File: config.mk
export PLATFORM = sky130hd
export DESIGN_NAME = jt12_kon_wr
export DESIGN_NICKNAME = d
export VERILOG_FILES = /design/src/rtl/jt12_kon_wr_pkg.sv /design/src/rtl/jt12_kon_wr.sv
export SDC_FILE = /design/constraint.sdc
export NUM_CORES = 1
export LEC_CHECK = 0
export BUFFER_PORTS_ARGS = -buffer_cell sky130_fd_sc_hd__buf_2
export CAP_MARGIN = 25
export CORE_MARGIN = 1
export CORE_UTILIZATION = 53
export CTS_BUF_LIST = sky130_fd_sc_hd__clkbuf_16
export DETAILED_ROUTE_END_ITERATION = 8
export PLACE_DENSITY = 0.85
export RECOVER_POWER = 25
export SYNTH_ARGS = -nofsm -noshare
export SYNTH_HDL_FRONTEND = slang
export SYNTH_SLANG_ARGS = --single-unit
File: constraint.sdc
create_clock -name clk -period 4.6 [get_ports clk]
set_input_delay 0 -clock clk [delete_from_list [all_inputs] [get_ports clk]]
set_output_delay 0 -clock clk [all_outputs]
set_load 0.03 [all_outputs]
File: src/rtl/jt12_kon_wr_pkg.sv
`default_nettype none
// ============================================================================
// Module      : jt12_kon_wr_pkg
// Description : Shared constants and state type for the YM2612 key-on writer.
// Revision    : 1.0 - initial release
// ============================================================================
package jt12_kon_wr_pkg;

    localparam logic [7:0] JT12_KON_ADDR = 8'h28;
    localparam int         JT12_SLOTS    = 24;
    localparam logic [2:0] JT12_CH_BAD0  = 3'd3;
    localparam logic [2:0] JT12_CH_BAD1  = 3'd7;

    typedef enum logic [0:0] {
        KON_IDLE   = 1'b0,
        KON_ACTIVE = 1'b1
    } kon_state_t;

    // Codes 3 and 7 do not address a channel in slot encoding
    function automatic logic jt12_ch_valid(input logic [2:0] ch);
        return (ch != JT12_CH_BAD0) && (ch != JT12_CH_BAD1);
    endfunction

endpackage
`default_nettype wire

File: src/rtl/jt12_kon_wr.sv
`default_nettype none
// ============================================================================
// Module      : jt12_kon_wr
// Description : Decodes register 0x28 writes and holds each key-on request
//               for one full operator rotation, with a one-entry pending slot.
// Revision    : 1.0 - initial release
// ============================================================================
module jt12_kon_wr
    import jt12_kon_wr_pkg::*;
#(
    parameter int         SLOTS    = JT12_SLOTS,
    parameter logic [7:0] KON_ADDR = JT12_KON_ADDR
) (
    input  logic       clk,
    input  logic       rst,
    input  logic       clk_en,
    input  logic       cpu_wr,
    input  logic       cpu_a0,
    input  logic       cpu_a1,
    input  logic [7:0] cpu_din,
    output logic [3:0] keyon_op,
    output logic [2:0] keyon_ch,
    output logic       up_keyon,
    output logic       busy,
    output logic       overrun
);

    localparam logic [4:0] c_LAST = 5'(SLOTS - 1);

    kon_state_t r_state, w_state_nx;
    logic [4:0] r_cnt,   w_cnt_nx;
    logic [3:0] r_op,    w_op_nx;
    logic [2:0] r_ch,    w_ch_nx;
    logic [6:0] r_pend,  w_pend_nx;
    logic       r_pend_vld, w_pend_vld_nx;
    logic       r_overrun,  w_overrun_nx;
    logic [8:0] r_addr;

    logic w_addr_wr;
    logic w_kon;
    logic w_finish;

    assign w_addr_wr = cpu_wr & ~cpu_a0;
    assign w_kon     = cpu_wr & cpu_a0 & ~r_addr[8] & (r_addr[7:0] == KON_ADDR)
                     & jt12_ch_valid(cpu_din[2:0]);
    assign w_finish  = (r_state == KON_ACTIVE) & clk_en & (r_cnt == c_LAST);

    always_comb begin
        w_state_nx    = r_state;
        w_cnt_nx      = r_cnt;
        w_op_nx       = r_op;
        w_ch_nx       = r_ch;
        w_pend_nx     = r_pend;
        w_pend_vld_nx = r_pend_vld;
        w_overrun_nx  = 1'b0;
        case (r_state)
            KON_IDLE: begin
                if (w_kon) begin
                    w_op_nx    = cpu_din[7:4];
                    w_ch_nx    = cpu_din[2:0];
                    w_cnt_nx   = 5'd0;
                    w_state_nx = KON_ACTIVE;
                end
            end
            KON_ACTIVE: begin
                if (clk_en) w_cnt_nx = r_cnt + 5'd1;
                if (w_finish) begin
                    w_cnt_nx = 5'd0;
                    // Pending request takes priority; a coincident write queues behind it
                    if (r_pend_vld) begin
                        {w_op_nx, w_ch_nx} = r_pend;
                        if (w_kon) w_pend_nx = {cpu_din[7:4], cpu_din[2:0]};
                        else       w_pend_vld_nx = 1'b0;
                    end else if (w_kon) begin
                        w_op_nx = cpu_din[7:4];
                        w_ch_nx = cpu_din[2:0];
                    end else begin
                        w_state_nx = KON_IDLE;
                    end
                end else if (w_kon) begin
                    w_pend_nx     = {cpu_din[7:4], cpu_din[2:0]};
                    w_pend_vld_nx = 1'b1;
                    w_overrun_nx  = r_pend_vld;
                end
            end
            default: w_state_nx = KON_IDLE;
        endcase
    end

    always_ff @(posedge clk) begin
        if (rst) begin
            r_state    <= KON_IDLE;
            r_cnt      <= 5'd0;
            r_op       <= 4'd0;
            r_ch       <= 3'd0;
            r_pend     <= 7'd0;
            r_pend_vld <= 1'b0;
            r_overrun  <= 1'b0;
            r_addr     <= 9'd0;
        end else begin
            r_state    <= w_state_nx;
            r_cnt      <= w_cnt_nx;
            r_op       <= w_op_nx;
            r_ch       <= w_ch_nx;
            r_pend     <= w_pend_nx;
            r_pend_vld <= w_pend_vld_nx;
            r_overrun  <= w_overrun_nx;
            if (w_addr_wr) r_addr <= {cpu_a1, cpu_din};
        end
    end

    assign keyon_op = r_op;
    assign keyon_ch = r_ch;
    assign up_keyon = (r_state == KON_ACTIVE);
    assign busy     = (r_state == KON_ACTIVE) | r_pend_vld;
    assign overrun  = r_overrun;

endmodule
`default_nettype wire

==> summary.txt <==
Status
  • Outcome: finished clean

Power and ir drop
  • Sw frac: 21.80%
  • Comb pwr share: 5.2%
  • Static leakage: 0.6161 nW
  • Worst vdd ir: 0.0004101 V
  • Int Pwr: 479.2 uW
  • Net load switching power: 133.6 uW
  • Power Density: 339.9 nW/um^2
  • Reg power frac: 44.9%
  • Fraction of power consumed by the clock network: 49.9%
  • Tot Pwr: 612.8 uW

Job
  • Max cap viols: 0

Worst setup path
  • CP max stage cell: dfxtp_1
  • Arr. time, crit path: 2.52 ns
  • Crit start category: flip-flop
  • Most numerous cell on the critical path: a21oi_1
  • CP max FO: 31
  • CP cell instances: inv_1 -> a21oi_1 -> a21oi_1 -> a311oi_1
  • Critical Path End Type: flip-flop
  • Worst path max stage delay: 0.97 ns
  • CP Class: flip-flop to flip-flop
  • Critical Path RT: 4.77 ns

Global route
  • Initial antenna violation count: 0
  • Largest net degree at the start of global routing: 33
  • Number of global-route vias before repair: 1449
  • First-pass GRT wire length: 6486 um
  • Total Routing Usage GR: 26.78%
  • Gr ovfl total: 0

Clock network
  • Maximum buffer depth of the clock tree: 2
  • CTS buffer count: 5
  • Worst-path clk slew: 0.05 ns
  • H-tree levels: 2
  • Post-CTS Setup Inserts: 0
  • Clock latency on the worst-skew pair: 0.28 ns
  • Post-cts resize count: 0
  • Root Driver: clkbuf_16
  • CTS tree: done
  • # clock sinks: 31

Yosys
  • Compound-cell area share of the yosys netlist: 24.56%
  • Async SR Flop Fraction: 0%
  • Most common cell in the netlist: dfxtp_1
  • Simple-Gate Fraction of Synth Area: 26.01%
  • Most area-hungry cell type in the Yosys netlist: dfxtp_1
  • Largest family of logic cells by synthesized area: simple AND/OR/NAND/NOR gates
  • Synth cell count leaders: 31 x dfxtp_1, 28 x a21oi_1, 25 x nand2_1
  • Seq/Total Area, Yosys: 39.94%
  • Synth unique cells: 37
  • Seq cells post-synth: 31
  • Synth Area in XOR/XNOR: 0%
  • Area share of the largest cell type after synthesis: 39.94%
  • Mapped Area: 1554 um^2
  • Syn Nets: 202
  • Synth Area in Adders: 0.8052%
  • EDFF count, synth: 0
  • Post-synthesis mux area share: 3.865%
  • Post-Syn Instances: 187
  • Avg Cell Area, Syn: 8.310 um^2
  • Synthesis Warnings: 0
  • Post-synth top flop: dfxtp_1
  • Area contributors post-synth: dfxtp_1 40%, a21oi_1 9.0%, nand2_1 6.0%

STA
  • Final Critical Period: 2.349 ns
  • Final worst slack: 2.251 ns
  • F_max: 425.7 MHz
  • Final setup violation count: 0
  • Setup_tns: 0 ns
  • Worst slew margin: 33.19%
  • Final Hold Fails: 0
  • Slew Limit Fails: 0
  • Slew @ Worst Pin: 1.001 ns
  • Clk_skew: 0.006397 ns
  • RSZ-0062 raised after global routing: no
  • Final worst path period share: 51.07%

Floorplanning
  • # rows: 19
  • Top Ports: 24
  • Starting Density: 56.35%
  • DIE AREA: 3153 um^2
  • Die height: 56.15 um
  • Die width: 56.15 um
  • Core Area: 2758 um^2

Detailed routing
  • Pre-antenna DRT Iters: 4
  • Detailed-route wire length per cell: 16.75 um
  • DRC: 0
  • Post-DRT Antenna Nets: 0
  • Final WL: 3987 um
  • Via count: 1551
  • Via density: 6.517
  • 1st-iter DRT viols: 162

Placed design
  • RePlAce Congestion: 0.8255
  • Dpl ws: 2.327 ns
  • Cell area after placement: 1640 um^2
  • PortBufs: 23
  • Detailed placement HPWL: 2634 um

Layout
  • Layout area overhead: 16.02%
  • Layout cell share with drive strength beyond 1: 13.53%
  • Post-route cell area: 1803 um^2
  • Nets: 221
  • Antenna Cells: 0

Worst hold path
  • Hold Crit Class: input pin to flip-flop
final cells by class:
cell class	instances	area [um^2]
clock buffer	5	125.1
clock inverter	3	11.26
fill	227	954.7
inverter	2	7.507
multi-input combinational	140	858.3
sequential	31	620.6
tap	31	38.79
timing repair buffer	26	141.4
critical path, delay by kind of cell (launching register included):
family                 cells  cell delay (ns)
buffers and inverters      1             0.42
flip-flops                 1             0.97
AO/OA/AOI/OAI              3             0.84
flip-flops by register name, indices dropped and copies added (netlist names):
register and flops:
r_cnt 5, r_pend_vld 1, r_addr 9, r_pend 7, overrun 1, up_keyon 1, keyon_ch 3, keyon_op 4
per-stage QoR:
stage          cells  util, %  hold slack, ns
6_report         238    65.38        0.005609
5_1_grt          238    65.38         0.01237
4_1_cts          238    65.52        0.003041
3_5_place_dp     227    59.48          0.2486
3_3_place_gp     227    59.48          0.2419
2_1_floorplan    187        -          0.1184
worst paths after layout:
| path | to | from | slack, ns | depth (start not counted) |
|---|---|---|---|---|
| setup / recovery | r_cnt[0]$_SDFFE_PP0P_ | up_keyon$_SDFF_PP0_ | 2.25 | 4 |
| hold / removal | r_addr[5]$_SDFFE_PP0P_ | cpu_din[5] | 0.006 | 3 |
| setup reg to reg | r_cnt[0]$_SDFFE_PP0P_ | up_keyon$_SDFF_PP0_ | 2.25 | 4 |
| hold reg to reg | r_addr[2]$_SDFFE_PP0P_ | r_addr[2]$_SDFFE_PP0P_ | 0.45 | 2 |
what timing repair did:
action,in CTS,in global routing
hold endpoints to repair,3,0
hold buffers,3,0
endpoints found under the setup margin,0,0
cells by family after synthesis:
kind of cell,Yosys count
adder cells (fa/ha/maj),1
AO/OA/AOI/OAI,61
flip-flops,31
multiplexers,6
AND/OR/NAND/NOR,72
buffers and inverters,16
cell usage in the layout, fill, tap and decap left out, drive strengths merged:
cell | netlist | routed
nor4 | 2 | 2
or3 | 1 | 1
o31ai | 8 | 8
nand3 | 3 | 3
mux2i | 6 | 6
or4 | 5 | 5
dlygate4sd3 | 0 | 3
and4 | 1 | 1
o21ai | 9 | 9
a21oi | 28 | 28
a41oi | 2 | 2
a311oi | 3 | 3
nand2 | 25 | 25
a2111oi | 1 | 1
nand4 | 9 | 9
a221oi | 5 | 5
nor2b | 2 | 2
clkinv | 0 | 2
ha | 1 | 1
and4bb | 1 | 1
nand2b | 4 | 4
inv | 2 | 3
o32ai | 1 | 1
clkbuf | 7 | 8
and3b | 1 | 1
dfxtp | 31 | 31
buf | 7 | 20
nor3 | 1 | 1
nor3b | 5 | 5
and2 | 1 | 1
and3 | 2 | 2
a31oi | 4 | 4
nand4b | 1 | 1
nor2 | 8 | 8
power groups by stage:
stage                     clock [mW]  sequential [mW]  combinational [mW]
after floorplan                    0            0.280              0.0177
after global placement             0            0.281              0.0276
after detailed placement           0            0.281              0.0294
after CTS                      0.306            0.275              0.0315
after global routing           0.318            0.275              0.0348
final                          0.306            0.275              0.0317
per-layer routing:
metal	global-route usage (%)	share of wire, %	vias up
met3	7.907	6.6	11
met2	44.39	49	68
li1	-	-	745
met4	13.94	2.6	0
met5	0	0	-
met1	31.09	41	727
Note: power is estimated with default switching activity, not from simulation.
